### src/rtl/noc_traffic_node.sv
// noc_traffic_node: mesh traffic generator (TX) plus in-order packet checker (RX).
// Optional NOC_TRAFFIC_BACKPRESSURE_EN: receive_ready driven by a 16-bit Fibonacci LFSR.
module noc_traffic_node #(
  parameter int unsigned X_ID      = 0,
  parameter int unsigned Y_ID      = 0,
  parameter int unsigned DEST_X_ID = 1,
  parameter int unsigned DEST_Y_ID = 1,
  parameter int unsigned DATA_W    = 32,
  parameter int unsigned PKT_LEN   = 4,
  parameter int unsigned NUM_PKTS  = 8,
  parameter int unsigned GAP       = 2
) (
  input  logic              noc_clk,
  input  logic              noc_rst_n,
  input  logic              inject_en,
  input  logic              receive_valid,
  output logic              receive_ready,
  input  logic [DATA_W-1:0] receive_flit,
  input  logic              receive_is_header,
  input  logic              receive_is_tail,
  output logic              sender_valid,
  input  logic              sender_ready,
  output logic [DATA_W-1:0] sender_flit,
  output logic              sender_is_header,
  output logic              sender_is_tail,
  output logic [7:0]        receive_num,
  output logic [7:0]        error_num,
  output logic              tx_done
);

  localparam logic [3:0] X4       = 4'(X_ID);
  localparam logic [3:0] Y4       = 4'(Y_ID);
  localparam logic [3:0] DEST_X4  = 4'(DEST_X_ID);
  localparam logic [3:0] DEST_Y4  = 4'(DEST_Y_ID);
  localparam logic [7:0] LAST_IDX = 8'(PKT_LEN - 1);
  localparam logic [7:0] GAP_LAST = 8'(GAP - 1);

  typedef enum logic [2:0] {TX_IDLE, TX_HEAD, TX_BODY, TX_GAP, TX_DONE} tx_state_t;
  typedef enum logic {RX_EXPECT_HEAD, RX_IN_PKT} rx_state_t;

  function automatic logic [DATA_W-1:0] body_flit(input logic [7:0] seq, input logic [7:0] idx);
    return DATA_W'({seq, idx});
  endfunction

  // ---------------- TX generator ----------------
  tx_state_t   tx_state;
  logic [7:0]  tx_seq;
  logic [7:0]  tx_idx;
  logic [7:0]  gap_cnt;
  logic [31:0] sent_cnt;
  logic        pkts_remain;

  assign pkts_remain = (NUM_PKTS == 0) || (sent_cnt != NUM_PKTS);

  always_ff @(posedge noc_clk or negedge noc_rst_n) begin
    if (!noc_rst_n) begin
      tx_state         <= TX_IDLE;
      sender_valid     <= 1'b0;
      sender_flit      <= '0;
      sender_is_header <= 1'b0;
      sender_is_tail   <= 1'b0;
      tx_done          <= 1'b0;
      tx_seq           <= '0;
      tx_idx           <= '0;
      gap_cnt          <= '0;
      sent_cnt         <= '0;
    end else begin
      case (tx_state)
        TX_IDLE: begin
          if (!pkts_remain) begin
            tx_state <= TX_DONE;
            tx_done  <= 1'b1;
          end else if (inject_en) begin
            tx_state         <= TX_HEAD;
            sender_valid     <= 1'b1;
            sender_flit      <= DATA_W'({tx_seq, Y4, X4, DEST_Y4, DEST_X4});
            sender_is_header <= 1'b1;
            sender_is_tail   <= 1'b0;
          end
        end
        TX_HEAD: begin
          if (sender_ready) begin
            tx_state         <= TX_BODY;
            tx_idx           <= 8'd1;
            sender_flit      <= body_flit(tx_seq, 8'd1);
            sender_is_header <= 1'b0;
            sender_is_tail   <= (LAST_IDX == 8'd1);
          end
        end
        TX_BODY: begin
          if (sender_ready) begin
            if (sender_is_tail) begin
              sender_valid   <= 1'b0;
              sender_is_tail <= 1'b0;
              sender_flit    <= '0;
              tx_seq         <= tx_seq + 8'd1;
              sent_cnt       <= sent_cnt + 32'd1;
              gap_cnt        <= '0;
              tx_state       <= (GAP == 0) ? TX_IDLE : TX_GAP;
            end else begin
              tx_idx         <= tx_idx + 8'd1;
              sender_flit    <= body_flit(tx_seq, tx_idx + 8'd1);
              sender_is_tail <= ((tx_idx + 8'd1) == LAST_IDX);
            end
          end
        end
        TX_GAP: begin
          if (gap_cnt == GAP_LAST) tx_state <= TX_IDLE;
          else                     gap_cnt  <= gap_cnt + 8'd1;
        end
        TX_DONE: tx_done <= 1'b1;
        default: tx_state <= TX_IDLE;
      endcase
    end
  end

  // ---------------- RX checker ----------------
  rx_state_t  rx_state;
  logic [7:0] rx_seq;
  logic [7:0] rx_idx;
  logic       rx_err;
  logic       rx_hs;
  logic       in_pkt;
  logic       body_bad;

  assign rx_hs    = receive_valid & receive_ready;
  assign in_pkt   = (rx_state == RX_IN_PKT);
  assign body_bad = (receive_flit != body_flit(rx_seq, rx_idx));

  always_ff @(posedge noc_clk or negedge noc_rst_n) begin
    if (!noc_rst_n) begin
      rx_state    <= RX_EXPECT_HEAD;
      rx_seq      <= '0;
      rx_idx      <= '0;
      rx_err      <= 1'b0;
      receive_num <= '0;
      error_num   <= '0;
    end else if (rx_hs) begin
      if (receive_is_header) begin
        // An interrupted packet is an error in addition to whatever the new flit starts.
        if (receive_is_tail) begin
          error_num <= error_num + (in_pkt ? 8'd2 : 8'd1);
          rx_state  <= RX_EXPECT_HEAD;
        end else begin
          if (in_pkt) error_num <= error_num + 8'd1;
          rx_state <= RX_IN_PKT;
          rx_seq   <= receive_flit[23:16];
          rx_idx   <= 8'd1;
          rx_err   <= (receive_flit[7:0] != {Y4, X4});
        end
      end else if (!in_pkt) begin
        error_num <= error_num + 8'd1;
      end else if (receive_is_tail) begin
        if (rx_err || body_bad || (rx_idx != LAST_IDX)) error_num   <= error_num + 8'd1;
        else                                            receive_num <= receive_num + 8'd1;
        rx_state <= RX_EXPECT_HEAD;
      end else begin
        rx_idx <= rx_idx + 8'd1;
        rx_err <= rx_err | body_bad;
      end
    end
  end

`ifdef NOC_TRAFFIC_BACKPRESSURE_EN
  logic [15:0] lfsr;
  logic        ready_en;

  // x^16+x^14+x^13+x^11+1, right-shifting form; ready_en keeps ready low until after reset.
  always_ff @(posedge noc_clk or negedge noc_rst_n) begin
    if (!noc_rst_n) begin
      lfsr     <= 16'hACE1;
      ready_en <= 1'b0;
    end else begin
      lfsr     <= {lfsr[0] ^ lfsr[2] ^ lfsr[3] ^ lfsr[5], lfsr[15:1]};
      ready_en <= 1'b1;
    end
  end

  assign receive_ready = ready_en & lfsr[0];
`else
  always_ff @(posedge noc_clk or negedge noc_rst_n) begin
    if (!noc_rst_n) receive_ready <= 1'b0;
    else            receive_ready <= 1'b1;
  end
`endif

endmodule
### config.mk
export PLATFORM = sky130hd
export DESIGN_NAME = noc_traffic_node
export DESIGN_NICKNAME = d
export VERILOG_FILES = /design/src/rtl/noc_traffic_node.sv
export SDC_FILE = /design/constraint.sdc
export NUM_CORES = 1
export LEC_CHECK = 0
export BUFFER_PORTS_ARGS = -buffer_cell sky130_fd_sc_hd__buf_2
export CAP_MARGIN = 20
export CORE_MARGIN = 4
export CORE_UTILIZATION = 51
export DETAILED_ROUTE_END_ITERATION = 8
export PLACE_DENSITY = 0.75
export SLEW_MARGIN = 20
export SYNTH_ARGS = -nofsm -noshare
export SYNTH_HDL_FRONTEND = slang
export SYNTH_SLANG_ARGS = --single-unit
### constraint.sdc
create_clock -name noc_clk -period 2.2 [get_ports noc_clk]
set_input_delay 0.44 -clock noc_clk [delete_from_list [all_inputs] [get_ports noc_clk]]
set_output_delay 0.44 -clock noc_clk [all_outputs]
set_load 0.02 [all_outputs]
# After elaboration in Yosys (flattened, before gate mapping)

Cells that the tools add are included.

Register bits after elaboration: 130
Latch bits: 0
Memory bits (writable): 0
Memory bits (read-only): 0
Memories: 0

Add/sub/neg operators: 8
Multiply operators: 0
Divide/modulo/power cells: 0
Order comparisons: 0
Equal/unequal tests: 22
Shift-type cells: 0
Multiplexer cells: 53
Bitwise logic cells: 6
Reductions and logical operators: 23

Operators with widths:

| cell                  | count |
|---|---|
| $mux 32               | 4 |
| $mux 8                | 16 |
| $pmux 32 s3           | 1 |
| $add 8x1->8 const B   | 6 |
| $add 32x1->32 const B | 1 |
| $ne 32x16->1          | 1 |
| $ne 32x4->1 const B   | 1 |
| $pmux 8 s2            | 2 |
| $mux 3                | 6 |
| $ne 2x2->1 const B    | 9 |
| $mux 1                | 17 |
| $mux 16               | 1 |
| $reduce_and 4->1      | 4 |
| $pmux 3 s5            | 1 |
| $reduce_and 5->1      | 3 |
| $reduce_bool 2->1     | 6 |
| $reduce_and 3->1      | 3 |
| $add 8x2->8           | 1 |
| $eq 8x1->1 const B    | 1 |
| $eq 8x2->1 const B    | 1 |
| $ne 8x2->1 const B    | 1 |
| $reduce_bool 8->1     | 1 |
| $eq 3x2->1 const B    | 2 |
| $ne 3x3->1 const B    | 2 |
| other kinds (15)      | 21 |

# Longest topological paths before layout

Word-level depth: 7
Mapped depth: 9

# Worst setup path before layout

OpenSTA, ideal clock, no wires.

Path kind: reg2reg
Start: register sender_is_tail
End: register tx_idx[6]
Data arrival time: 2056 ps
Required time: 2105 ps
Slack: 49 ps
Cell stages (with the launch flop): 8
Buffers on the path: 2
Cells stage by stage: dfrtp_1 buf_2 or3b_2 a21oi_4 nand2_2 or2_1 buf_2 o31ai_1

Longest elaborated chain between the ends: 2

Ends and longest elaborated chain:

| what                              | line | RTL |
|---|---|---|
| start, declared                   | 25   | `output logic sender_is_tail,` |
| start signal, assigned            | 87   | `sender_is_tail <= (LAST_IDX == 8'd1);` |
| start signal, assigned            | 103  | `sender_is_tail <= ((tx_idx + 8'd1) == LAST_IDX);` |
| $ne 2x2->1 (no source line)       | n/a  |  |
| $reduce_and 4->1 (no source line) | n/a  |  |
| end signal, assigned              | 101  | `tx_idx <= tx_idx + 8'd1;` |
| end, declared                     | 48   | `logic [7:0] tx_idx;` |

No other way between the ends.
A chain may end at the register's enable or synchronous reset.

# Final worst setup path

Start: register tx_state[2]
End: register sent_cnt[31]

Longest elaborated chain between the ends: 2

Ends and longest elaborated chain:

| what                              | line | RTL |
|---|---|---|
| start, declared                   | 46   | `tx_state_t tx_state;` |
| start signal, assigned            | 99   | `tx_state <= (GAP == 0) ? TX_IDLE : TX_GAP;` |
| $eq 3x2->1                        | 68   | `case (tx_state)` |
| $reduce_and 3->1 (no source line) | n/a  |  |
| end signal, assigned              | 97   | `sent_cnt <= sent_cnt + 32'd1;` |
| end, declared                     | 50   | `logic [31:0] sent_cnt;` |

No other way between the ends.

==> results.toml <==
[outcome]
status = "complete, no violations"

[floorplanning]
start_util = 0.529
die_area_um2 = 13800
ios = 92
placementRows = 39
die-width_um = 118
coreArea_um2 = 11600
die_y_um = 118

[logic_synthesis]
synth-main-ff-cell = "dfrtp_1"
synthArstFlopShare = 1.00
ys_ff_latch = 122
synth_area_per_cell_um2 = 10.3
syn_area_um2 = 6120
synthCells = 593
ys_seq_area_frac = 0.499
synth_edf_count = 0
ys_types = 53
ys.warnings.count = 0

[timing]
skew_ns = 0.0126
rsz0062_at_grt = "no"
fin_ws_ns = 0.130
final_hold_viol_count = 0
fmax_mhz = 483
setup-tns-final_ns = 0
hold_ws_ns = 0.278
fin_crit_ns = 2.07
finalMaxSlewViolations = 0
setup_viol = 0
fin_crit_sh = 0.941

[clock_network]
cts_root_buf = "clkbuf_16"
cts_tree = "done"
cts_buffers = 17
htree_levels = 4
clock_path_buffers = 2
clk_pin_slew_ns = 0.05
post-cts-setup-buffers = 0
cts_sinks = 122
clock_latency_ns = 0.42

[worst_setup_path]
cp_slowest_cell = "or3b_4"
cp_slowest_stage_delay_ns = 0.44
critPathRequiredTime_ns = 2.49
crit_fanout = 7
crit_type = "register to register"
crit_arrival_ns = 2.36
cp-start-kind = "register"
r2r_cells = 6
cp_cell_sequence = "or3b_4 -> nor4_4 -> and4_1 -> and2b_1 -> nand4_1 -> xnor2_1"
end_kind = "register"

[pwr]
p_per_area_nw_per_um2 = 983
vdd.ir_drop.worst_uv = 802
power_mw = 7.36
leakage_nw = 3.68

[final_layout]
final_area_um2 = 7490
layout.cells.non_filler = 860
nNetsFinal = 760
drive_above_1_share = 0.248
num_antenna_cells = 0
syn2layout_area_growth_pct = 22.4
fin_util = 0.648

[hold_path]
min_path_type = "input pin to register"
hold_depth = 2

[global_routing]
grt.overflow.total = 0
grt_use_total = 0.195
grt_pass1_vias = 4711
grt_max_degree = 76
grt_antenna_before_repair = 0
grt_pass1_wl_mm = 22.2

[placement]
io_buffers = 83
post-place-ws_ns = -0.0639
post-dp-hpwl_mm = 9.37
place_congestion = 0.851
dp.cells = 831
placed_cell_area_um2 = 6890

[routing]
dr.pass1.iters = 4
vias = 4686
ant_nets = 0
routed_wl_mm = 13.0
drtIter0Drc = 334
wire_per_inst_um = 15.2
via_per_inst = 5.45
drcViolationCount = 0

[job]
maxCapViolCount = 0
[layer usage]
metal | up-vias | wire [um] | track usage
met2 | 128 | 6510 | 0.312
met4 | 0 | 185 | 0.0637
li1 | 2244 | - | -
met5 | - | 0 | 0
met3 | 20 | 761 | 0.0687
met1 | 2294 | 5590 | 0.249
[logic make-up (layout without fill, tap and decap cells)]
| logic type | after synthesis | count (layout) | share of synthesized area |
|---|---|---|---|
| compound gates | 48 | 48 | 0.0507 |
| xor+xnor | 86 | 86 | 0.123 |
| fa+ha+maj | 13 | 13 | 0.0278 |
| buf+inv | 62 | 179 | 0.0458 |
| flops | 122 | 122 | 0.499 |
| mux | 34 | 34 | 0.0587 |
| other cells | 2 | 9 | 0.00123 |
| simple gates | 226 | 226 | 0.194 |
[synthesized netlist by cell type, types with 2 or more instances]
master    count  area share
nor3b_1       2      0.0025
and2_1        3      0.0031
nor4_1       17       0.017
nor2b_1       3      0.0031
o21ai_0      14       0.011
nand2b_1      3      0.0031
o22ai_1       5      0.0051
nand4_1      16       0.016
or2_2         2      0.0020
clkbuf_1     14      0.0086
conb_1        2      0.0012
buf_4        11       0.013
dfrtp_1     122        0.50
buf_2         5      0.0041
a31oi_1       4      0.0041
mux2_2       15       0.028
nor2_1       37       0.023
mux2i_1      19       0.031
nor4_4        2      0.0070
nand3_1      31       0.025
a21oi_1       9      0.0074
nand2_1      64       0.039
nor3_1        9      0.0074
and4_1        8       0.011
ha_1         12       0.025
xnor2_1      47       0.067
inv_1        32       0.020
xor2_1       39       0.056
a22o_1        2      0.0029
o31ai_1       5      0.0061
and3_1       17       0.017
[area by class of cell]
type	count	area (um^2)
Clock buffer	25	505
Multi-Input combinational cell	416	2880
Fill cell	896	4080
Timing Repair Buffer	119	741
Sequential cell	122	3050
Inverter	32	120
Clock inverter	3	15.0
Tap cell	143	179
[layout by cell type, fill, tap and decap left out, types with 9 or more instances in the layout]
cell,synthesis,final
ha_1,12,12
mux2i_1,19,19
o21ai_0,14,14
nor2_1,37,36
xor2_1,39,39
xnor2_1,47,47
nand3_1,31,31
conb_1,2,9
nand2_1,64,64
mux2_2,15,15
inv_1,32,32
and3_1,17,17
buf_2,5,82
clkbuf_16,0,17
dfrtp_1,122,122
buf_4,11,32
nand4_1,16,16
a21oi_1,9,9
nor4_1,17,12
[sequential cells by signal, summed over array words and instances, names as in the netlist, 3 cells and up]
signal       flops
tx_seq           8
sender_flit     24
rx_idx           8
tx_state         3
tx_idx           8
gap_cnt          8
rx_seq           8
receive_num      8
sent_cnt        32
error_num        8
[power by group]
group | internal (mW) | leakage [nW] | total [mW] | switching, mW
combinational | 0.849 | 1.80 | 1.97 | 1.12
sequential | 2.58 | 1.62 | 2.94 | 0.358
clock | 1.55 | 0.261 | 2.46 | 0.903
[worst max-delay path, delay by kind of cell, from the launching register on]
kind | cells | cell delay [ns]
and+or+nand+nor | 5 | 1.44
DFF | 1 | 0.37
xor gates and xnor gates | 1 | 0.15
[timing repair]
item                                   4_1_cts  5_1_grt
hold buffers                                 1        0
endpoints found under the hold margin        3        0
gates resized for setup                      2        9
pin swaps                                    0        2
setup endpoints to repair                   17       27
[worst paths after layout]
path	start	to	slack (ns)
worst max-delay path	tx_state[2]	sent_cnt[31]	0.13
worst min-delay path	receive_flit[18]	rx_seq[2]	0.28
worst max register to register	tx_state[2]	sent_cnt[31]	0.13
worst min register to register	error_num[7]	error_num[7]	0.46
max in group asynchronous	noc_rst_n	tx_state[2]	1.22
min in group asynchronous	noc_rst_n	rx_idx[0]	0.39
Power figures use the tool's default switching activity.
